===== config.mk =====
export PLATFORM = sky130hd
export DESIGN_NAME = spi_master_12
export DESIGN_NICKNAME = d
export VERILOG_FILES = /design/src/rtl/spi_pkg.sv /design/src/rtl/spi_sclk_tick.sv /design/src/rtl/spi_master_12.sv
export SDC_FILE = /design/constraint.sdc
export NUM_CORES = 1
export LEC_CHECK = 0
export CAP_MARGIN = 20
export CORE_ASPECT_RATIO = 1.4
export CORE_UTILIZATION = 35
export CTS_BUF_LIST = sky130_fd_sc_hd__clkbuf_8 sky130_fd_sc_hd__clkbuf_16
export CTS_CLUSTER_SIZE = 28
export DETAILED_ROUTE_END_ITERATION = 12
export SETUP_SLACK_MARGIN = 0.05
export SYNTH_ARGS = -nofsm -noshare
export SYNTH_HDL_FRONTEND = slang
export SYNTH_SLANG_ARGS = --single-unit

===== constraint.sdc =====
create_clock -name clk -period 1.7 [get_ports clk]
set_input_delay 0.255 -clock clk [delete_from_list [all_inputs] [get_ports clk]]
set_output_delay 0.255 -clock clk [all_outputs]
set_load 0.02 [all_outputs]

===== src/rtl/spi_pkg.sv =====
// Shared types and constants for the SPI master slice.
// Source-stage words are kept here so the bench and the source agree.
package spi_pkg;

   localparam int DW_DEF = 12;

   localparam logic [11:0] SRC_MASTER_WORD = 12'h702;
   localparam logic [11:0] SRC_SLAVE_WORD  = 12'hE6C;

   typedef enum logic [2:0] {
      IDLE,
      SETUP,
      SHIFT_LO,
      SHIFT_HI,
      HOLD
   } state_t;

endpackage


===== src/rtl/spi_sclk_tick.sv =====
// Half-period counter for SCLK generation.
// Held at zero while clr is high; tick marks the last cycle of a phase.
module spi_sclk_tick #(
   parameter int CLK_DIV = 4
) (
   input  logic clk,
   input  logic rst_n,
   input  logic clr,
   output logic tick,
   output logic phase0
);

   localparam int CW = (CLK_DIV > 1) ? $clog2(CLK_DIV) : 1;
   localparam logic [CW-1:0] LAST = CW'(CLK_DIV - 1);

   logic [CW-1:0] cnt;

   always_ff @(posedge clk or negedge rst_n) begin
      if (!rst_n) begin
         cnt <= '0;
      end else if (clr || tick) begin
         cnt <= '0;
      end else begin
         cnt <= cnt + 1'b1;
      end
   end

   assign tick   = (cnt == LAST);
   assign phase0 = (cnt == '0);

endmodule


===== src/rtl/spi_master_12.sv =====
// SPI mode-0 master, MSB first, one word per start request.
// Pins are registered decodes of the state, so they trail it by one clk.
module spi_master_12
   import spi_pkg::*;
#(
   parameter int DW      = DW_DEF,
   parameter int CLK_DIV = 4
) (
   input  logic          clk,
   input  logic          rst_n,
   input  logic          start,
   input  logic [DW-1:0] tx_dat,
   output logic [DW-1:0] rx_dat,
   output logic          busy,
   output logic          done,
   output logic          sclk,
   output logic          cs_n,
   output logic          mosi,
   input  logic          miso
);

   localparam int BW = $clog2(DW + 1);
   localparam logic [BW-1:0] LAST_BIT = BW'(DW - 1);

   state_t        state;
   state_t        state_nx;
   logic          tick;
   logic          phase0;
   logic          is_idle;
   logic          last_bit;
   logic [DW-1:0] tx_sh;
   logic [DW-1:0] rx_sh;
   logic [BW-1:0] bit_cnt;

   assign is_idle  = (state == IDLE);
   assign last_bit = (bit_cnt == LAST_BIT);

   spi_sclk_tick #(
      .CLK_DIV (CLK_DIV)
   ) u_tick (
      .clk    (clk),
      .rst_n  (rst_n),
      .clr    (is_idle),
      .tick   (tick),
      .phase0 (phase0)
   );

   always_ff @(posedge clk or negedge rst_n) begin
      if (!rst_n) begin
         state <= IDLE;
      end else begin
         state <= state_nx;
      end
   end

   always_comb begin
      state_nx = state;
      unique case (state)
         IDLE:     if (start) state_nx = SETUP;
         SETUP:    if (tick)  state_nx = SHIFT_HI;
         SHIFT_HI: if (tick)  state_nx = last_bit ? HOLD : SHIFT_LO;
         SHIFT_LO: if (tick)  state_nx = SHIFT_HI;
         HOLD:     if (tick)  state_nx = IDLE;
         default:             state_nx = IDLE;
      endcase
   end

   always_ff @(posedge clk or negedge rst_n) begin
      if (!rst_n) begin
         tx_sh   <= '0;
         rx_sh   <= '0;
         bit_cnt <= '0;
      end else if (is_idle) begin
         bit_cnt <= '0;
         if (start) tx_sh <= tx_dat;
      end else begin
         // phase0 of SHIFT_HI is the clk edge that raises sclk
         if (state == SHIFT_HI && phase0) begin
            rx_sh <= {rx_sh[DW-2:0], miso};
         end
         if (state == SHIFT_HI && tick) begin
            bit_cnt <= bit_cnt + 1'b1;
            if (!last_bit) tx_sh <= {tx_sh[DW-2:0], 1'b0};
         end
      end
   end

   always_ff @(posedge clk or negedge rst_n) begin
      if (!rst_n) begin
         rx_dat <= '0;
         busy   <= 1'b0;
         done   <= 1'b0;
         sclk   <= 1'b0;
         cs_n   <= 1'b1;
         mosi   <= 1'b0;
      end else begin
         busy <= !is_idle;
         cs_n <= is_idle;
         sclk <= (state == SHIFT_HI);
         mosi <= is_idle ? 1'b0 : tx_sh[DW-1];
         // busy still high while state is IDLE marks the end of a transfer
         done <= is_idle && busy;
         if (is_idle && busy) rx_dat <= rx_sh;
      end
   end

endmodule


==> flow_summary.ini, run 1 <==
[global_route]
grt_max_degree = 51
busiest_layer = met2
antenna_found_initial = 0
use_met3_pct = 3.71
grt_use_met1_pct = 13.9
grtUsageMet2_pct = 24.4
overflow = 0
grt_util_all_layers_pct = 13.3
grt_pass1_wl_mm = 6.39
first_global_vias = 1426

[yosys]
synth_nets = 167
ys_seq_area_share_pct = 57.8
synth-seq-cells = 50
synth_cell_types = 32
avgSynthCellArea_um2 = 14.7
synth_cells = 148
yosysWarnings = 0
synth_area_mm2 = 0.00217

[timing]
timing.final.ws_setup_ps = 32.3
finalSetupViolations = 0
slew_violations = 0
fmax_mhz = 600
rsz0062_at_grt = true
hold_viol_final = 0
slew_headroom_pct = 82.4
whs_ps = 460
post-route-min-period_ps = 1670
fin_crit_sh_pct = 98.1
fin_setup_tns_ps = 0
tightest_slew_ps = 263
finClkSkew_ps = 8.73

[layout]
area_delta_synth_final_pct = 31.3
nFillCells = 517
utilization_pct = 48.2
antenna_cells = 0
finalNetCount = 216
drive_above_1_share_pct = 39.4

[power_and_ir_drop]
ir_drop_mv = 0.572
pwr_density_cell_mw_per_mm2 = 1540
leakage_nw = 1.30

[cts]
cts_tree = built
cts.clk_slew.worst_paths_ps = 90
numCtsBuffers = 5
clk_path_buf_depth = 2
htreeDepth = 2
cts_root_buf = clkbuf_8
worstSkewPairLatency_ps = 310
clkSinkCount = 50

[routing]
num_vias = 1326
drc = 0
final_antenna_net_count = 0
routedWlPerCell_um = 14.8
firstDrtPassIters = 2
first_iter_violations = 79
totalWireLength_mm = 3.97
routed_via_density = 4.95

[floorplanning]
die_height_um = 95.1
rows = 33
io_pins = 33
initial_core_util_pct = 36.7
die_w_um = 68.5
die-area_mm2 = 0.00652
fp.coreArea_mm2 = 0.00590

[place]
post-place-ws_ps = -100
post-dp-hpwl_mm = 2.61
port-buffer-count = 32
routabilityCongestion = 0.716

[worst_hold_path]
holdCritPathClass = primary input to async pin

[job]
maxCapViolCount = 0

[worst_setup_path]
crit_path_end_kind = flop
cpMostUsedCell = mux2_4
path_cells = or3_4, inv_8, mux2_4, mux2_4
crit_arrival_ps = 1870
cp.required_ps = 1900
crit_slowest_cell = or3_4
cp_top_family = multiplexers
worstSetupStartpointType = flop
max_stage_delay_ps = 490
worst-path-buf-inv = 1
critPathKind = flop to flop
path_max_fanout = 8

[outcome]
status = completed
## Yosys cell counts (all sizes together)
cell type  number  area, um2
nor3b           1       7.51
and4b           1       10.0
o21ai           5       25.0
a22o            1       17.5
mux2           46        552
o22ai           1       6.26
nand2           3       11.3
a211oi          1       7.51
a21oi           3       15.0
ha              3       37.5
nor2            2       7.51
buf             8       77.6
xnor2           1       8.76
dfstp           1       26.3
inv             5       26.3
dfrtp          49       1230
clkbuf          1       3.75
and2            2       15.0
nand3           4       20.0
or3             3       18.8
nand4b          2       17.5
and3b           1       8.76
nand3b          1       7.51
nor3            3       15.0
## worst reg2reg max path: stages (launching register included)
cell and delay [ps]:
dfrtp_1 390, or3_4 490, inv_8 120, mux2_4 300, mux2_4 260
## cells in the final DEF (no fill, tap or decap), types with 4 or more instances in the layout
cell / count
buf_4: 13
dfrtp_1: 49
nand3_1: 4
mux2_4: 32
clkdlybuf4s50_1: 29
o21ai_0: 5
inv_1: 4
mux2_2: 14
clkbuf_8: 5
## sequential cells by signal, summed over array words and instances (netlist names)
name	cells
rx_sh	12
rx_dat	12
sclk	1
bit_cnt	4
u_tick.cnt	2
mosi	1
state	3
busy	1
done	1
cs_n	1
tx_sh	12
## per-stage QoR
| stage | cells | power, mW | cell area [um2] |
|---|---|---|---|
| after floorplan | 148 | 3.03 | 2220 |
| after global placement | 249 | 3.45 | 2600 |
| after detailed placement | 249 | 3.55 | 2600 |
| after CTS | 262 | 4.26 | 2740 |
| after global routing | 268 | 4.69 | 2850 |
| final | 268 | 4.37 | 2850 |
## where the power goes
part / switching [mW] / internal (mW)
Combinational: 0.674 / 1.09
Sequential: 0.275 / 1.64
Clock: 0.400 / 0.290
Total: 1.35 / 3.02
## cells by family (layout without fill, tap and decap cells)
logic type / after synthesis / count (layout) / synth area share [%]
DFF: 50 / 50 / 57.8
muxes: 46 / 46 / 25.4
and+or+nand+nor: 23 / 24 / 6.41
buffers and inverters: 14 / 62 / 4.96
AOI/OAI and AO/OA: 11 / 12 / 3.29
adders and majority gates: 3 / 3 / 1.73
xor gates and xnor gates: 1 / 1 / 0.404
## final timing paths
kind	slack, ps	depth (start not counted)	startpoint	end
worst max-delay path	30	4	state[0]	tx_sh[10]
worst min-delay path	460	3	rst_n	rx_dat[5]
worst max register to register	30	4	state[0]	tx_sh[10]
worst min register to register	460	1	u_tick.cnt[0]	u_tick.cnt[0]
max in group asynchronous	970	3	rst_n	cs_n
min in group clk	460	1	u_tick.cnt[0]	u_tick.cnt[0]
## repair_timing
item / CTS / global route
endpoints found under the hold margin: 49 / 0
hold buffers: 1 / 0
setup endpoints to repair: 24 / 21
gates cloned: 3 / 1
resized for setup: 5 / 17
pin swaps: 3 / 3
buffers inserted: 1 / 5
## per-layer routing
metal  up-vias  part of all wire, %
met2        35                   54
li1        621                    -
met1       665                   41
met3         5                  3.4
met5         -                    0
met4         0                  1.4
## final cells by class
| type | count | area (um2) | area share [%] |
|---|---|---|---|
| sequential | 50 | 1250 | 44.0 |
| multi-input combinational | 86 | 926 | 32.5 |
| timing repair buffer | 47 | 444 | 15.6 |
| tap | 70 | 87.6 | 3.08 |
| clock buffer | 5 | 68.8 | 2.42 |
| inverter | 5 | 26.3 | 0.923 |
| clock inverter | 3 | 21.3 | 0.747 |
| timing repair inverter | 2 | 20.0 | 0.703 |
(Power assumes the default switching activity.)
==> run 2: changes to the inputs <==
- CAP_MARGIN: 20 -> not set
- SETUP_SLACK_MARGIN: 0.05 -> 0.15
==> run 2 against run 1 <==
  * Register-to-register slack worse by 20 ps
  * Global-route usage is 0.67 points lower
  * Sequential cell count stayed put
  * Via count is 1.7% lower
  * Maximum frequency is 1.0% lower
  * Largest cell class unchanged
  * Sequential share of layout area is 0.077 points lower
  * Cell count is 0.75% higher
  * Utilization is 0.085 points higher
  * Hold slack worse by 6.2 ps
==> flow_summary.ini, run 2 (synthesis results as in run 1) <==
[timing]
hold_viol_final = 0
tightest_slew_ps = 266
post-route-min-period_ps = 1690
finalSetupViolations = 0
fin_crit_sh_pct = 99.1
finClkSkew_ps = 6.39
fmax_mhz = 593
timing.final.ws_setup_ps = 14.8
slew_violations = 0
whs_ps = 454
rsz0062_at_grt = true
slew_headroom_pct = 82.3

[global_route]
grt_util_all_layers_pct = 12.6
first_global_vias = 1336
grt_max_degree = 51
overflow = 0
grt_pass1_wl_mm = 6.02
antenna_found_initial = 0

[worst_setup_path]
crit_arrival_ps = 1870
critPathKind = flop to flop
r2r_start = state[1]
ff2ff_path_depth = 4
rrSetupSlack_ps = 10
cp.required_ps = 1890
crit_path_end_kind = flop
worstSetupStartpointType = flop
r2r-end = tx_sh[5]
path_max_fanout = 9
critPathLaunch = state[1]

[routing]
num_vias = 1304
final_antenna_net_count = 0
totalWireLength_mm = 3.81
firstDrtPassIters = 4
first_iter_violations = 44
routed_via_density = 4.83
routedWlPerCell_um = 14.1
drc = 0

[layout]
reg_top3 = rx_dat (12), rx_sh (12), tx_sh (12)
drive_above_1_share_pct = 40.0
final_common_cell = dfrtp_1
layout_common_cells = 49 x dfrtp_1, 26 x mux2_2, 19 x mux2_4
antenna_cells = 0
finalNetCount = 218
nFillCells = 512
area_delta_synth_final_pct = 31.5

[power_and_ir_drop]
seqPwrFrac_pct = 44.3
combPwrFrac_pct = 39.9
sw_frac_of_total_pct = 29.9
pwr_density_cell_mw_per_mm2 = 1510
intPower_mw = 3.01
ir_drop_mv = 0.617
leakage_nw = 1.49
pwr-share-clk_pct = 15.8
p_sw_mw = 1.29

[place]
post-dp-hpwl_mm = 2.57
port-buffer-count = 32
routabilityCongestion = 0.708
post-place-ws_ps = -115

[cts]
numCtsBuffers = 5
htreeDepth = 2
clk_path_buf_depth = 2
clkSinkCount = 50
cts_tree = built
cts_root_buf = clkbuf_8
cts.clk_slew.worst_paths_ps = 80
worstSkewPairLatency_ps = 300

[floorplanning]
die-area_mm2 = 0.00652
rows = 33
die_w_um = 68.5
die_height_um = 95.1
fp.coreArea_mm2 = 0.00590
initial_core_util_pct = 36.7
io_pins = 33

[outcome]
status = completed

[worst_hold_path]
holdCritPathClass = primary input to async pin

[job]
maxCapViolCount = 0
## run 2: cell count changes in the layout (fill, tap and decap cells not counted), moves of 2 or more
| cell | delta |
|---|---|
| clkdlybuf4s50_1 | -13 |
| mux2_4 | -13 |
| mux2_2 | +12 |
| buf_4 | +3 |
| inv_1 | +2 |
| dlymetal6s2s_1 | +12 |
## run 2: cell type report
type	instances	area [um2]	area share (%)
Clock buffer	6	82.6	2.90
Sequential cell	50	1250	43.9
Timing Repair inverter	1	6.26	0.219
Multi-Input combinational cell	84	862	30.2
Inverter	5	26.3	0.921
Timing Repair Buffer	52	527	18.5
Clock inverter	2	7.51	0.263
Tap cell	70	87.6	3.07
## run 2: worst max path at each step
stage / to / slack, ps / cells after the start
6_report: tx_sh[5] / 10 / 4
2_1_floorplan: tx_sh[10] / -130 / 7
3_3_place_gp: rx_dat[2] / -70 / 4
5_1_grt: rx_dat[9] / -10 / 5
4_1_cts: tx_sh[5] / 20 / 4
3_5_place_dp: rx_dat[1] / -110 / 4
## run 2: power by group through the flow
| stage | clock network, mW | logic, mW | registers (mW) |
|---|---|---|---|
| 2_1_floorplan | 0 | 1.02 | 2.01 |
| 3_3_place_gp | 0 | 1.54 | 1.91 |
| 3_5_place_dp | 0 | 1.61 | 1.94 |
| 4_1_cts | 0.712 | 1.64 | 1.91 |
| 5_1_grt | 0.763 | 1.87 | 1.96 |
| 6_report | 0.678 | 1.71 | 1.90 |
## run 2: metal layers
metal | up-vias | GRT usage (%) | part of all wire [%]
li1 | 619 | - | -
met1 | 639 | 13.1 | 39
met2 | 38 | 22.9 | 54
met3 | 8 | 4.19 | 5.1
met4 | 0 | 4.51 | 1.7
met5 | - | 0 | 0
## run 2: worst max-delay path, stage by stage, from the launching register on
cell	delay (ps)
dfrtp_1	390
or3_4	450
inv_8	110
mux2_2	330
mux2_1	280
## run 2: stage by stage
stage / area [um2] / std cells / setup TNS (ps) / total power, mW / util, %
floorplan: 2220 / 148 / -2330 / 3.03 / -
global placement: 2600 / 249 / -664 / 3.45 / 44.0
detailed placement: 2600 / 249 / -1370 / 3.55 / 44.0
CTS: 2760 / 264 / 0 / 4.27 / 46.7
global route: 2850 / 270 / -46.4 / 4.60 / 48.3
finish: 2850 / 270 / 0 / 4.30 / 48.3
## run 2: timing repair
item | CTS | global route
resized for setup | 3 | 18
gates cloned | 1 | 0
pin swaps | 2 | 3
setup endpoints to repair | 27 | 38
hold endpoints to repair | 49 | 0
setup buffers | 5 | 6
hold buffers | 1 | 0
